<file path="config.mk">
export PLATFORM = sky130hd
export DESIGN_NAME = dac_cmd_buffer_flat
export DESIGN_NICKNAME = d
export VERILOG_FILES = /design/src/rtl/dac_cmd_buffer_if.sv /design/src/rtl/dac_cmd_buffer.sv /design/src/flat_wrapper.sv
export SDC_FILE = /design/constraint.sdc
export NUM_CORES = 1
export LEC_CHECK = 0
export ABC_AREA = 1
export CORE_UTILIZATION = 25
export DETAILED_ROUTE_END_ITERATION = 8
export GPL_TIMING_DRIVEN = 0
export PLACE_DENSITY_LB_ADDON = 0.2
export RECOVER_POWER = 25
export SETUP_SLACK_MARGIN = 0.5
export SYNTH_ARGS = -nofsm -noshare
export SYNTH_HDL_FRONTEND = slang
export SYNTH_SLANG_ARGS = --single-unit
</file>
<file path="constraint.sdc">
create_clock -name clkin -period 9.3 [get_ports clkin]
set_input_delay 1.395 -clock clkin [delete_from_list [all_inputs] [get_ports clkin]]
set_output_delay 1.395 -clock clkin [all_outputs]
set_load 0.01 [all_outputs]
</file>
<file path="src/rtl/dac_cmd_buffer_if.sv">
// Host-bus and serializer-side signals of the DAC command buffer.
// The master modport is the environment: host plus serializer. The slave modport is the buffer.
interface dac_cmd_buffer_if #(
    parameter int NUM_CH = 4
) ();
    localparam int CH_W = $clog2(NUM_CH);

    logic              wen;
    logic [CH_W-1:0]   waddr;
    logic [15:0]       wdata;
    logic [CH_W-1:0]   raddr;
    logic [15:0]       rdata;
    logic [3:0]        addr;
    logic [31:0]       word;
    logic              busy;
    logic              flush;
    logic              trig;
    logic [NUM_CH-1:0] pending;

    modport master (
        output wen, waddr, wdata, raddr, addr, busy, flush,
        input  rdata, word, trig, pending
    );

    modport slave (
        input  wen, waddr, wdata, raddr, addr, busy, flush,
        output rdata, word, trig, pending
    );
endinterface

</file>
<file path="src/rtl/dac_cmd_buffer.sv">
// Per-channel DAC code store for the LTC2601 daisy chain. It snapshots dirty codes into a shadow bank,
// presents one 32-bit command word per channel to the serializer, and enforces a holdoff between transfers.
module dac_cmd_buffer #(
    parameter int NUM_CH  = 4,
    parameter int HOLDOFF = 16
) (
    input  logic            clkin,
    input  logic            reset,
    dac_cmd_buffer_if.slave bus
);
    localparam int CH_W  = $clog2(NUM_CH);
    localparam int CNT_W = $clog2(HOLDOFF + 1);

    localparam logic [3:0] CMD_WRITE_UPDATE = 4'b0011;
    localparam logic [3:0] CMD_NOP          = 4'b1111;

    typedef enum logic [1:0] {
        ST_IDLE,
        ST_ARM,
        ST_XFER,
        ST_DONE
    } state_t;

    state_t                  state_q, state_d;
    logic [NUM_CH-1:0][15:0] code_q, code_d;
    logic [NUM_CH-1:0][15:0] shadow_q, shadow_d;
    logic [NUM_CH-1:0]       pending_q, pending_d;
    logic [NUM_CH-1:0]       snap_q, snap_d;
    logic [CNT_W-1:0]        cnt_q, cnt_d;
    logic                    trig_q, trig_d;
    logic                    busy_prev_q, busy_prev_d;

    logic [NUM_CH-1:0]       wr_mask;
    logic                    busy_fell;
    logic [CH_W-1:0]         word_ch;

    always_ff @(posedge clkin or posedge reset) begin
        if (reset) begin
            state_q     <= ST_IDLE;
            code_q      <= '0;
            shadow_q    <= '0;
            pending_q   <= '0;
            snap_q      <= '0;
            cnt_q       <= '0;
            trig_q      <= 1'b0;
            busy_prev_q <= 1'b0;
        end else begin
            state_q     <= state_d;
            code_q      <= code_d;
            shadow_q    <= shadow_d;
            pending_q   <= pending_d;
            snap_q      <= snap_d;
            cnt_q       <= cnt_d;
            trig_q      <= trig_d;
            busy_prev_q <= busy_prev_d;
        end
    end

    always_comb begin
        wr_mask = '0;
        if (bus.wen) begin
            wr_mask[bus.waddr] = 1'b1;
        end
    end

    assign busy_prev_d = bus.busy;
    assign busy_fell   = busy_prev_q && !bus.busy;

    always_comb begin
        state_d   = state_q;
        code_d    = code_q;
        shadow_d  = shadow_q;
        pending_d = pending_q | wr_mask;
        snap_d    = snap_q;
        cnt_d     = cnt_q;

        if (bus.wen) begin
            code_d[bus.waddr] = bus.wdata;
        end

        case (state_q)
            ST_IDLE: begin
                if (cnt_q != '0) begin
                    cnt_d = cnt_q - CNT_W'(1);
                end else if ((pending_q != '0) && !bus.busy) begin
                    // A write landing on the snapshot edge stays pending; the shadow takes the old code.
                    shadow_d  = code_q;
                    snap_d    = pending_q;
                    pending_d = wr_mask;
                    state_d   = ST_ARM;
                end
            end
            ST_ARM: begin
                if (bus.busy) begin
                    state_d = ST_XFER;
                end
            end
            ST_XFER: begin
                if (bus.flush || busy_fell) begin
                    state_d = ST_DONE;
                end
            end
            ST_DONE: begin
                snap_d  = '0;
                cnt_d   = CNT_W'(HOLDOFF - 1);
                state_d = ST_IDLE;
            end
            default: begin
                state_d = ST_IDLE;
            end
        endcase

        trig_d = (state_d == ST_ARM);
    end

    assign word_ch = bus.addr[CH_W-1:0];

    always_comb begin
        bus.word = '0;
        if (bus.addr[3:CH_W] == '0) begin
            bus.word = {8'h00, snap_q[word_ch] ? CMD_WRITE_UPDATE : CMD_NOP, 4'h0, shadow_q[word_ch]};
        end
    end

    assign bus.rdata   = code_q[bus.raddr];
    assign bus.trig    = trig_q;
    assign bus.pending = pending_q;
endmodule

</file>
<file path="src/flat_wrapper.sv">
// flat-port wrapper written by rule: the top's interface ports become plain ports
module dac_cmd_buffer_flat 
#(
    parameter int NUM_CH  = 4,
    parameter int HOLDOFF = 16
)
  (clkin, reset, bus_wen, bus_waddr, bus_wdata, bus_raddr, bus_addr, bus_busy, bus_flush, bus_rdata, bus_word, bus_trig, bus_pending);
  dac_cmd_buffer_if #(.NUM_CH(NUM_CH)) bus_i ();
  input  logic clkin;
  input  logic reset;
  input wire logic [$bits(bus_i.wen)-1:0] bus_wen;
  input wire logic [$bits(bus_i.waddr)-1:0] bus_waddr;
  input wire logic [$bits(bus_i.wdata)-1:0] bus_wdata;
  input wire logic [$bits(bus_i.raddr)-1:0] bus_raddr;
  input wire logic [$bits(bus_i.addr)-1:0] bus_addr;
  input wire logic [$bits(bus_i.busy)-1:0] bus_busy;
  input wire logic [$bits(bus_i.flush)-1:0] bus_flush;
  output wire logic [$bits(bus_i.rdata)-1:0] bus_rdata;
  output wire logic [$bits(bus_i.word)-1:0] bus_word;
  output wire logic [$bits(bus_i.trig)-1:0] bus_trig;
  output wire logic [$bits(bus_i.pending)-1:0] bus_pending;
  assign bus_i.wen = bus_wen;
  assign bus_i.waddr = bus_waddr;
  assign bus_i.wdata = bus_wdata;
  assign bus_i.raddr = bus_raddr;
  assign bus_i.addr = bus_addr;
  assign bus_i.busy = bus_busy;
  assign bus_i.flush = bus_flush;
  assign bus_rdata = bus_i.rdata;
  assign bus_word = bus_i.word;
  assign bus_trig = bus_i.trig;
  assign bus_pending = bus_i.pending;
  dac_cmd_buffer #(.NUM_CH(NUM_CH), .HOLDOFF(HOLDOFF)) u_core (.clkin(clkin), .reset(reset), .bus(bus_i));
endmodule
</file>
==> flow_metrics.tcl, run 1 <==
set metrics [dict create \
    port_buffers 67 \
    tritoncts_num_sinks 145 \
    hold_path_class "reg -> reg" \
    setup_viol 0 \
    maxCapViolations 1 \
    path_class "in -> out" \
    grt_pass1_vias 5579 \
    postLayoutCoreUtil 0.322 \
    viasPerCell 4.39 \
    hpwlAfterDp_microns 15700 \
    crit_arrival_ns 3.61 \
    dieArea_sq_um 27500 \
    synth.avg_cell_area_sq_um 8.03 \
    placed_area_sq_um 7870 \
    max_clock_freq_mhz 200 \
    worst_slew_pin_slew_ns 3.02 \
    dieWidth_microns 166 \
    endpoint_kind "output port" \
    critPathMaxStageDelay_ns 0.61 \
    core_area_sq_um 26200 \
    fp-row-count 59 \
    antenna_found_initial 0 \
    syn_inst 835 \
    report.power.total_mw 2.22 \
    stdcell_area_sq_um 8450 \
    drt_pass1_iterations 9 \
    rsz0062_at_grt "no" \
    routed_wl_microns 20600 \
    fin_nets 969 \
    start_kind "primary input" \
    seq_area_frac_synth 0.541 \
    ir_drop_v 0.000108 \
    crit_slowest_cell "clkdlybuf4s50_1" \
    layout.cells.non_filler 1281 \
    crit_required_ns 7.91 \
    overflow 0 \
    via_count 5620 \
    cts-root-buf "clkbuf_16" \
    first_iter_violations 441 \
    period_share 0.538 \
    gp_congestion 0.814 \
    grt_first_pass_wirelength_microns 33100 \
    wl_per_cell_microns 16.1 \
    setup_slack_ns 4.30 \
    ys_seq_elements 145 \
    ctsResizeCount 0 \
    die_h_microns 166 \
    final_layout_size_suffix_gt1_frac 0.0708 \
    path_cells "clkdlybuf4s50_1, inv_1, clkbuf_1, nor2_1, o22ai_1, clkdlybuf4s50_1" \
    met1_length_microns 10600 \
    post-cts-setup-buffers 0 \
    highest_layer "met4" \
    start_util 0.256 \
    min_period_ns 5.00 \
    setup_tns_ns 0 \
    drcViolationCount 2 \
    cts_max_level 4 \
    path_max_fanout 10 \
    timing.hold.ws_ns 0.467 \
    grt_max_degree 83 \
    p_leak_nw 4.02 \
    area_delta_synth_final_pct 25.9 \
    failed_checks "DRC, capacitance limit, slew limit" \
    cts_buffer_depth 2 \
    tritoncts "done" \
    wl_met3_microns 756 \
    ys_types 22 \
    final-max-slew-violation-count 64 \
    dpl_worst_slack_ns 4.36 \
    yosys_warnings 0 \
    n_antenna_cell 0 \
    max-slew-margin-rel -1.02 \
    syn_area_sq_um 6710 \
    track_usage 0.157 \
    ctsHoldBuffers 0 \
    crit_top_cell "clkdlybuf4s50_1" \
    hold_viol_final 0 \
    postRouteAntennaNets 0 \
    dr_wl_met2_microns 9110 \
    cts_buffers 17 \
    path_clk_slew_ns 0.06 \
    p_per_area_nw_per_um2 262 \
    dp_cells 1249 \
    clock_latency_ns 0.42 \
    io_pins 82 \
    finClkSkew_ns 0.00779 \
    status "finished, violations left" \
]
==> layer usage <==
layer	track usage	vias to the layer above
li1	-	2860
met3	0.0293	9
met4	0.0431	0
met1	0.227	2628
met2	0.240	123
met5	0	-
==> final cells by class <==
class                   instances  area (sq um)
fillers                      2790         17800
flip-flops and latches        145          3630
multi-input cells             585          2590
repair buffers                 68           698
clock buffers                  19           443
well taps                     335           419
plain buffers                  59           319
inverters                      57           215
clock inverters                13           138
==> sequential cells by signal (all words and copies together), names as in the netlist <==
name and cells:
u_core.cnt_q 5, u_core.busy_prev_q 1, u_core.bus.pending 4, u_core.snap_q 4, u_core.code_q 64, u_core.state_q 2, u_core.shadow_q 64, u_core.bus.trig 1
==> critical path: cells and delay by family <==
kind                   cells  cell delay (ns)
buffers and inverters      4             1.79
AOI/OAI and AO/OA          1             0.33
and+or+nand+nor            1             0.07
==> cell usage after synthesis (all sizes together) <==
master / instances / area (sq um)
conb: 1 / 3.75
nand3: 14 / 75.1
inv: 55 / 206
nand2: 259 / 975
o21ai: 154 / 771
or2: 1 / 6.26
dfrtp: 145 / 3630
clkinv: 2 / 7.51
clkbuf: 31 / 116
buf: 28 / 204
a21oi: 34 / 170
nand4: 5 / 31.3
o22ai: 16 / 100
ha: 7 / 87.6
nor2: 83 / 327
==> cells in the final DEF (no fill, tap or decap) <==
cell type,count
a21oi_1,34
buf_16,1
buf_2,3
buf_4,23
buf_6,1
bufinv_16,2
clkbuf_1,33
clkbuf_16,17
clkbuf_8,1
clkdlybuf4s50_1,65
clkinv_1,2
clkinv_2,4
clkinv_4,3
clkinvlp_2,1
clkinvlp_4,3
conb_1,12
dfrtp_1,145
dlygate4sd3_1,2
ha_1,7
inv_1,52
inv_2,2
inv_6,1
nand2_1,258
nand2_2,1
nand3_1,13
nand3_2,1
nand4_1,5
nor2_1,81
nor2_4,2
o21ai_0,149
o21ai_1,5
o22ai_1,16
or2_2,1
==> worst paths after layout <==
check / startpoint / to / slack [ns] / depth (start not counted)
max: bus_raddr[0] / bus_rdata[6] / 4.30 / 6
min: u_core.shadow_q[54] / u_core.shadow_q[54] / 0.47 / 2
max reg2reg: u_core.cnt_q[0] / u_core.shadow_q[17] / 7.23 / 9
min reg2reg: u_core.shadow_q[54] / u_core.shadow_q[54] / 0.47 / 2
max in group asynchronous: reset / u_core.shadow_q[39] / 5.64 / 2
min in group asynchronous: reset / u_core.cnt_q[1] / 2.30 / 2
==> cells by family after synthesis <==
kind of cell	after synthesis	synth area share
AO/OA/AOI/OAI	204	0.155
adder cells (fa/ha/maj)	7	0.0131
buffers and inverters	116	0.0796
flip-flops	145	0.541
other	1	0.000559
AND/OR/NAND/NOR	362	0.211
==> where the power goes <==
| part | switching (mW) | internal (mW) |
|---|---|---|
| clock | 0.271 | 0.402 |
| combinational | 0.341 | 0.236 |
| sequential | 0.129 | 0.840 |
No activity file was read; power rests on OpenSTA's default activity.
==> run 2: changes to the inputs <==
Clock period 9.3 ns to 4.4 ns, I/O delays scaled along.
==> run 2 against run 1 <==
- the flow still finishes with violations (DRC, capacitance limit, slew limit)
- utilization up 0.19 points
- total power up 110%
- sequential share of layout area down 0.25 points
- design area up 0.59%
- non-clock buffer count up 3
- critical endpoint is now bus_rdata[12]
- largest power group unchanged
==> flow_metrics.tcl, run 2 (same netlist as run 1, synthesis figures left out) <==
set metrics [dict create \
    status "finished, violations left" \
    failed_checks "DRC, capacitance limit, slew limit" \
    cts_buffer_depth 2 \
    n_antenna_cell 0 \
    setup_tns_ns 0 \
    final-max-slew-violation-count 27 \
    fin_nets 972 \
    final_layout_size_suffix_gt1_frac 0.0727 \
    gp_congestion 0.845 \
    hold_path_class "reg -> reg" \
    layout_commonest_cell "nand2_1" \
    finClkSkew_ns 0.0132 \
    routed_wl_microns 20700 \
    crit_arrival_ns 2.83 \
    via_count 5603 \
    clock_latency_ns 0.42 \
    crit_required_ns 3.74 \
    antenna_found_initial 0 \
    ctsResizeCount 0 \
    fp-row-count 59 \
    path_max_fanout 10 \
    p_leak_nw 4.04 \
    drcViolationCount 7 \
    port_buffers 67 \
    tritoncts_num_sinks 145 \
    start_util 0.256 \
    hpwlAfterDp_microns 16100 \
    period_share 0.794 \
    max-slew-margin-rel -0.0947 \
    worst_slew_pin_slew_ns 1.64 \
    rsz0062_at_grt "no" \
    viasPerCell 4.36 \
    cts_max_level 4 \
    biggestRegsByFlops "u_core.code_q: 64 flops, u_core.shadow_q: 64 flops, u_core.cnt_q: 5 flops" \
    seq_area_sq_um 3630 \
    setup_viol 0 \
    io_pins 82 \
    grt_pass1_vias 5607 \
    final_cell_mix "258 x nand2_1, 149 x o21ai_0, 145 x dfrtp_1" \
    wl_per_cell_microns 16.2 \
    overflow 0 \
    min_period_ns 3.49 \
    path_clk_slew_ns 0.06 \
    postRouteAntennaNets 0 \
    post-cts-setup-buffers 0 \
    path_class "in -> out" \
    cts_buffers 17 \
    core_area_sq_um 26200 \
    dieWidth_microns 166 \
    p_per_area_nw_per_um2 556 \
    die_h_microns 166 \
    grt_first_pass_wirelength_microns 33200 \
    dieArea_sq_um 27500 \
    ctsHoldBuffers 0 \
    grt_max_degree 38 \
    cts-root-buf "clkbuf_16" \
    track_usage 0.159 \
    tritoncts "done" \
    timing.hold.ws_ns 0.468 \
    hold_viol_final 0 \
    area_delta_synth_final_pct 26.7 \
    endpoint_kind "output port" \
    maxCapViolations 1 \
    multi_input_area_sq_um 2580 \
    num-fill-cells 2784 \
    start_kind "primary input" \
    drt_pass1_iterations 9 \
    ir_drop_v 0.000220 \
    first_iter_violations 384 \
    max_clock_freq_mhz 286 \
]
run 2: cell types whose count changed in the layout (fill, tap and decap cells not counted):
| cell | previous run | this run |
|---|---|---|
| buf_12 | 0 | 3 |
| nor2_4 | 2 | 1 |
| clkbuf_8 | 1 | 3 |
| clkinvlp_4 | 3 | 4 |
| buf_2 | 3 | 4 |
| nor2_1 | 81 | 82 |
| clkinv_2 | 4 | 1 |
| buf_16 | 1 | 0 |
run 2: path summary, 6_finish.rpt:
kind / endpoint / slack [ns] / start / cells past startpoint
min: u_core.shadow_q[62] / 0.47 / u_core.shadow_q[62] / 2
max: bus_rdata[12] / 0.91 / bus_raddr[0] / 6
min in group asynchronous: u_core.cnt_q[3] / 0.98 / reset / 2
min reg2reg: u_core.shadow_q[62] / 0.47 / u_core.shadow_q[62] / 2
max reg2reg: u_core.shadow_q[21] / 2.45 / u_core.cnt_q[0] / 10
max in group asynchronous: u_core.shadow_q[46] / 1.36 / reset / 3
run 2: report_power, final:
part | total, mW | leakage [nW] | internal, mW | switching (mW)
Sequential | 2.04 | 1.82 | 1.77 | 0.270
Clock | 1.47 | 0.282 | 0.883 | 0.582
Combinational | 1.22 | 1.94 | 0.499 | 0.718
run 2: critical path, stage by stage:
cell and delay, ns:
clkdlybuf4s50_1 0.54, inv_1 0.19, clkbuf_1 0.39, o21ai_0 0.14, o22ai_1 0.29, clkdlybuf4s50_1 0.61
run 2: cell type report:
type	count	area share
clock inverters	11	0.0153
inverters	57	0.0253
flip-flops and latches	145	0.427
multi-input cells	585	0.304
repair buffers	71	0.0864
clock buffers	21	0.0554
well taps	335	0.0493
plain buffers	59	0.0377
run 2: routing by layer:
layer  GRT usage  share of wire  up-vias
met2       0.246           0.44      111
met4      0.0520          0.014        0
met1       0.228           0.51     2608
met3      0.0219          0.027       20
li1            -              -     2864
met5           0              0        -
run 2: through the flow:
| stage | setup WS, ns | std cells | cell area, sq um | power, mW | util |
|---|---|---|---|---|---|
| after CTS | 0.915 | 1284 | 8520 | 4.77 | 0.325 |
| after global placement | 0.438 | 1248 | 7840 | 3.26 | 0.299 |
| after floorplan | 1.92 | 846 | 6750 | 2.83 | - |
| after detailed placement | 0.920 | 1252 | 7920 | 3.30 | 0.302 |
| after global routing | 0.749 | 1284 | 8500 | 5.07 | 0.324 |
| final | 0.907 | 1284 | 8500 | 4.73 | 0.324 |
==> run 3: changes to the inputs <==
Clock period 4.4 ns to 3.6 ns, I/O delays scaled along.
==> run 3 against run 2 <==
- the run ends with DRC left
- sequential share of layout area is 0.18 points lower
- global-route usage stayed put
- largest power group unchanged
- design area is 0.43% higher
- sequential power is 23% higher
- critical endpoint is now bus_rdata[14]
- register-to-register slack worse by 0.71 ns
- routed wire length hardly changed
- critical path type unchanged
==> flow_metrics.tcl, run 3 (same netlist as run 1, synthesis figures left out) <==
set metrics [dict create \
    status "finished, violations left" \
    failed_checks "DRC" \
    ir_drop_v 0.000268 \
    dp_cells 1252 \
    area_delta_synth_final_pct 27.2 \
    io_pins 82 \
    start_util 0.256 \
    cts_buffer_depth 2 \
    final-max-slew-violation-count 0 \
    final_layout_size_suffix_gt1_frac 0.0885 \
    crit_slowest_cell "clkdlybuf4s50_1" \
    path_clk_slew_ns 0.06 \
    layout_commonest_cell "nand2_1" \
    fin_nets 972 \
    maxCapViolations 0 \
    path_cells "clkdlybuf4s50_1, inv_1, clkbuf_2, o21ai_0, o22ai_1, clkdlybuf4s50_1" \
    biggestRegsByFlops "u_core.code_q: 64 flops, u_core.shadow_q: 64 flops, u_core.cnt_q: 5 flops" \
    finClkSkew_ns 0.0135 \
    clock_latency_ns 0.42 \
    grt_pass1_vias 5607 \
    core_area_sq_um 26200 \
    die_h_microns 166 \
    path_class "in -> out" \
    path_max_fanout 10 \
    switching_share 0.332 \
    hold_viol_final 0 \
    p_int_mw 3.86 \
    final_cell_mix "258 x nand2_1, 149 x o21ai_0, 145 x dfrtp_1" \
    ctsResizeCount 8 \
    viasPerCell 4.37 \
    n_antenna_cell 0 \
    tritoncts_num_sinks 145 \
    critPathMaxStageDelay_ns 0.61 \
    grt_first_pass_wirelength_microns 33200 \
    p_leak_nw 4.08 \
    dieArea_sq_um 27500 \
    min_period_ns 3.03 \
    first_iter_violations 394 \
    ctsHoldBuffers 0 \
    max-slew-margin-rel 0.107 \
    report.power.total_mw 5.78 \
    clkPwrFrac 0.309 \
    power_switching_mw 1.92 \
    crit_required_ns 3.06 \
    cts_buffers 17 \
    overflow 0 \
    tritoncts "done" \
    worst_slew_pin_slew_ns 1.33 \
    period_share 0.841 \
    dpl_worst_slack_ns 0.360 \
    endpoint_kind "output port" \
    layout.cells.non_filler 1284 \
    routed_wl_microns 20700 \
    crit_top_cell "clkdlybuf4s50_1" \
    postRouteAntennaNets 0 \
    drcViolationCount 7 \
    wl_per_cell_microns 16.2 \
    postLayoutCoreUtil 0.326 \
    setup_viol 0 \
    antenna_found_initial 0 \
    max_clock_freq_mhz 330 \
    port_buffers 67 \
    p_per_area_nw_per_um2 678 \
    gp_congestion 0.845 \
    track_usage 0.159 \
    cts_max_level 4 \
    hpwlAfterDp_microns 16100 \
    start_kind "primary input" \
    p_seq_frac 0.432 \
    dieWidth_microns 166 \
    post-cts-setup-buffers 0 \
    timing.hold.ws_ns 0.465 \
    cts-root-buf "clkbuf_16" \
    via_count 5615 \
    fp-row-count 59 \
    setup_slack_ns 0.573 \
    crit_arrival_ns 2.49 \
    drt_pass1_iterations 8 \
    rsz0062_at_grt "yes" \
    hold_path_class "reg -> reg" \
    grt_max_degree 38 \
    combPwrFrac 0.259 \
]
[run 3: cell types whose count changed in the layout (fill, tap and decap cells not counted), moves of 2 or more]
cell | before | now
buf_2 | 4 | 6
o22ai_1 | 16 | 14
clkbuf_1 | 33 | 23
clkbuf_2 | 0 | 8
o22ai_2 | 0 | 2
[run 3: per-layer routing]
| metal | GRT usage | part of all wire | wire (microns) | vias up |
|---|---|---|---|---|
| li1 | - | - | - | 2861 |
| met2 | 0.246 | 0.45 | 9330 | 122 |
| met4 | 0.0520 | 0.015 | 301 | 0 |
| met1 | 0.228 | 0.50 | 10400 | 2612 |
| met5 | 0 | 0 | 0 | - |
| met3 | 0.0219 | 0.033 | 683 | 20 |
[run 3: area by class of cell]
class	count	area (sq um)
fill	2783	17700
sequential	145	3630
multi-input combinational	585	2600
timing repair buffer	71	738
clock buffer	21	470
tap	335	419
buffer	59	332
inverter	57	216
clock inverter	11	130
[run 3: metrics by stage]
step	TNS, ns	cell area [sq um]
detailed placement	0	7920
global placement	-33.60	7840
finish	0	8530
floorplan	0	6750
global route	0	8530
CTS	0	8530
[run 3: worst max-delay path: cells and delay by family]
family | cells | cell delay [ns]
AO/OA/AOI/OAI | 2 | 0.35
buffers and inverters | 4 | 1.58
[run 3: path summary, 6_finish.rpt]
check / from / endpoint / slack (ns) / cells past startpoint
worst max register to register: u_core.state_q[0] / u_core.shadow_q[21] / 1.74 / 8
min in group asynchronous: reset / u_core.cnt_q[3] / 0.86 / 2
worst min-delay path: u_core.shadow_q[61] / u_core.shadow_q[61] / 0.46 / 2
max in group asynchronous: reset / u_core.code_q[43] / 1.15 / 4
worst max-delay path: bus_raddr[0] / bus_rdata[14] / 0.57 / 6
worst min register to register: u_core.shadow_q[61] / u_core.shadow_q[61] / 0.46 / 2
[run 3: power groups by stage]
stage	Clock, mW	Combinational, mW	Sequential, mW
2_1_floorplan	0	1.03	2.42
3_3_place_gp	0	1.48	2.51
3_5_place_dp	0	1.52	2.52
4_1_cts	1.81	1.52	2.50
5_1_grt	1.89	1.75	2.57
6_report	1.79	1.50	2.50
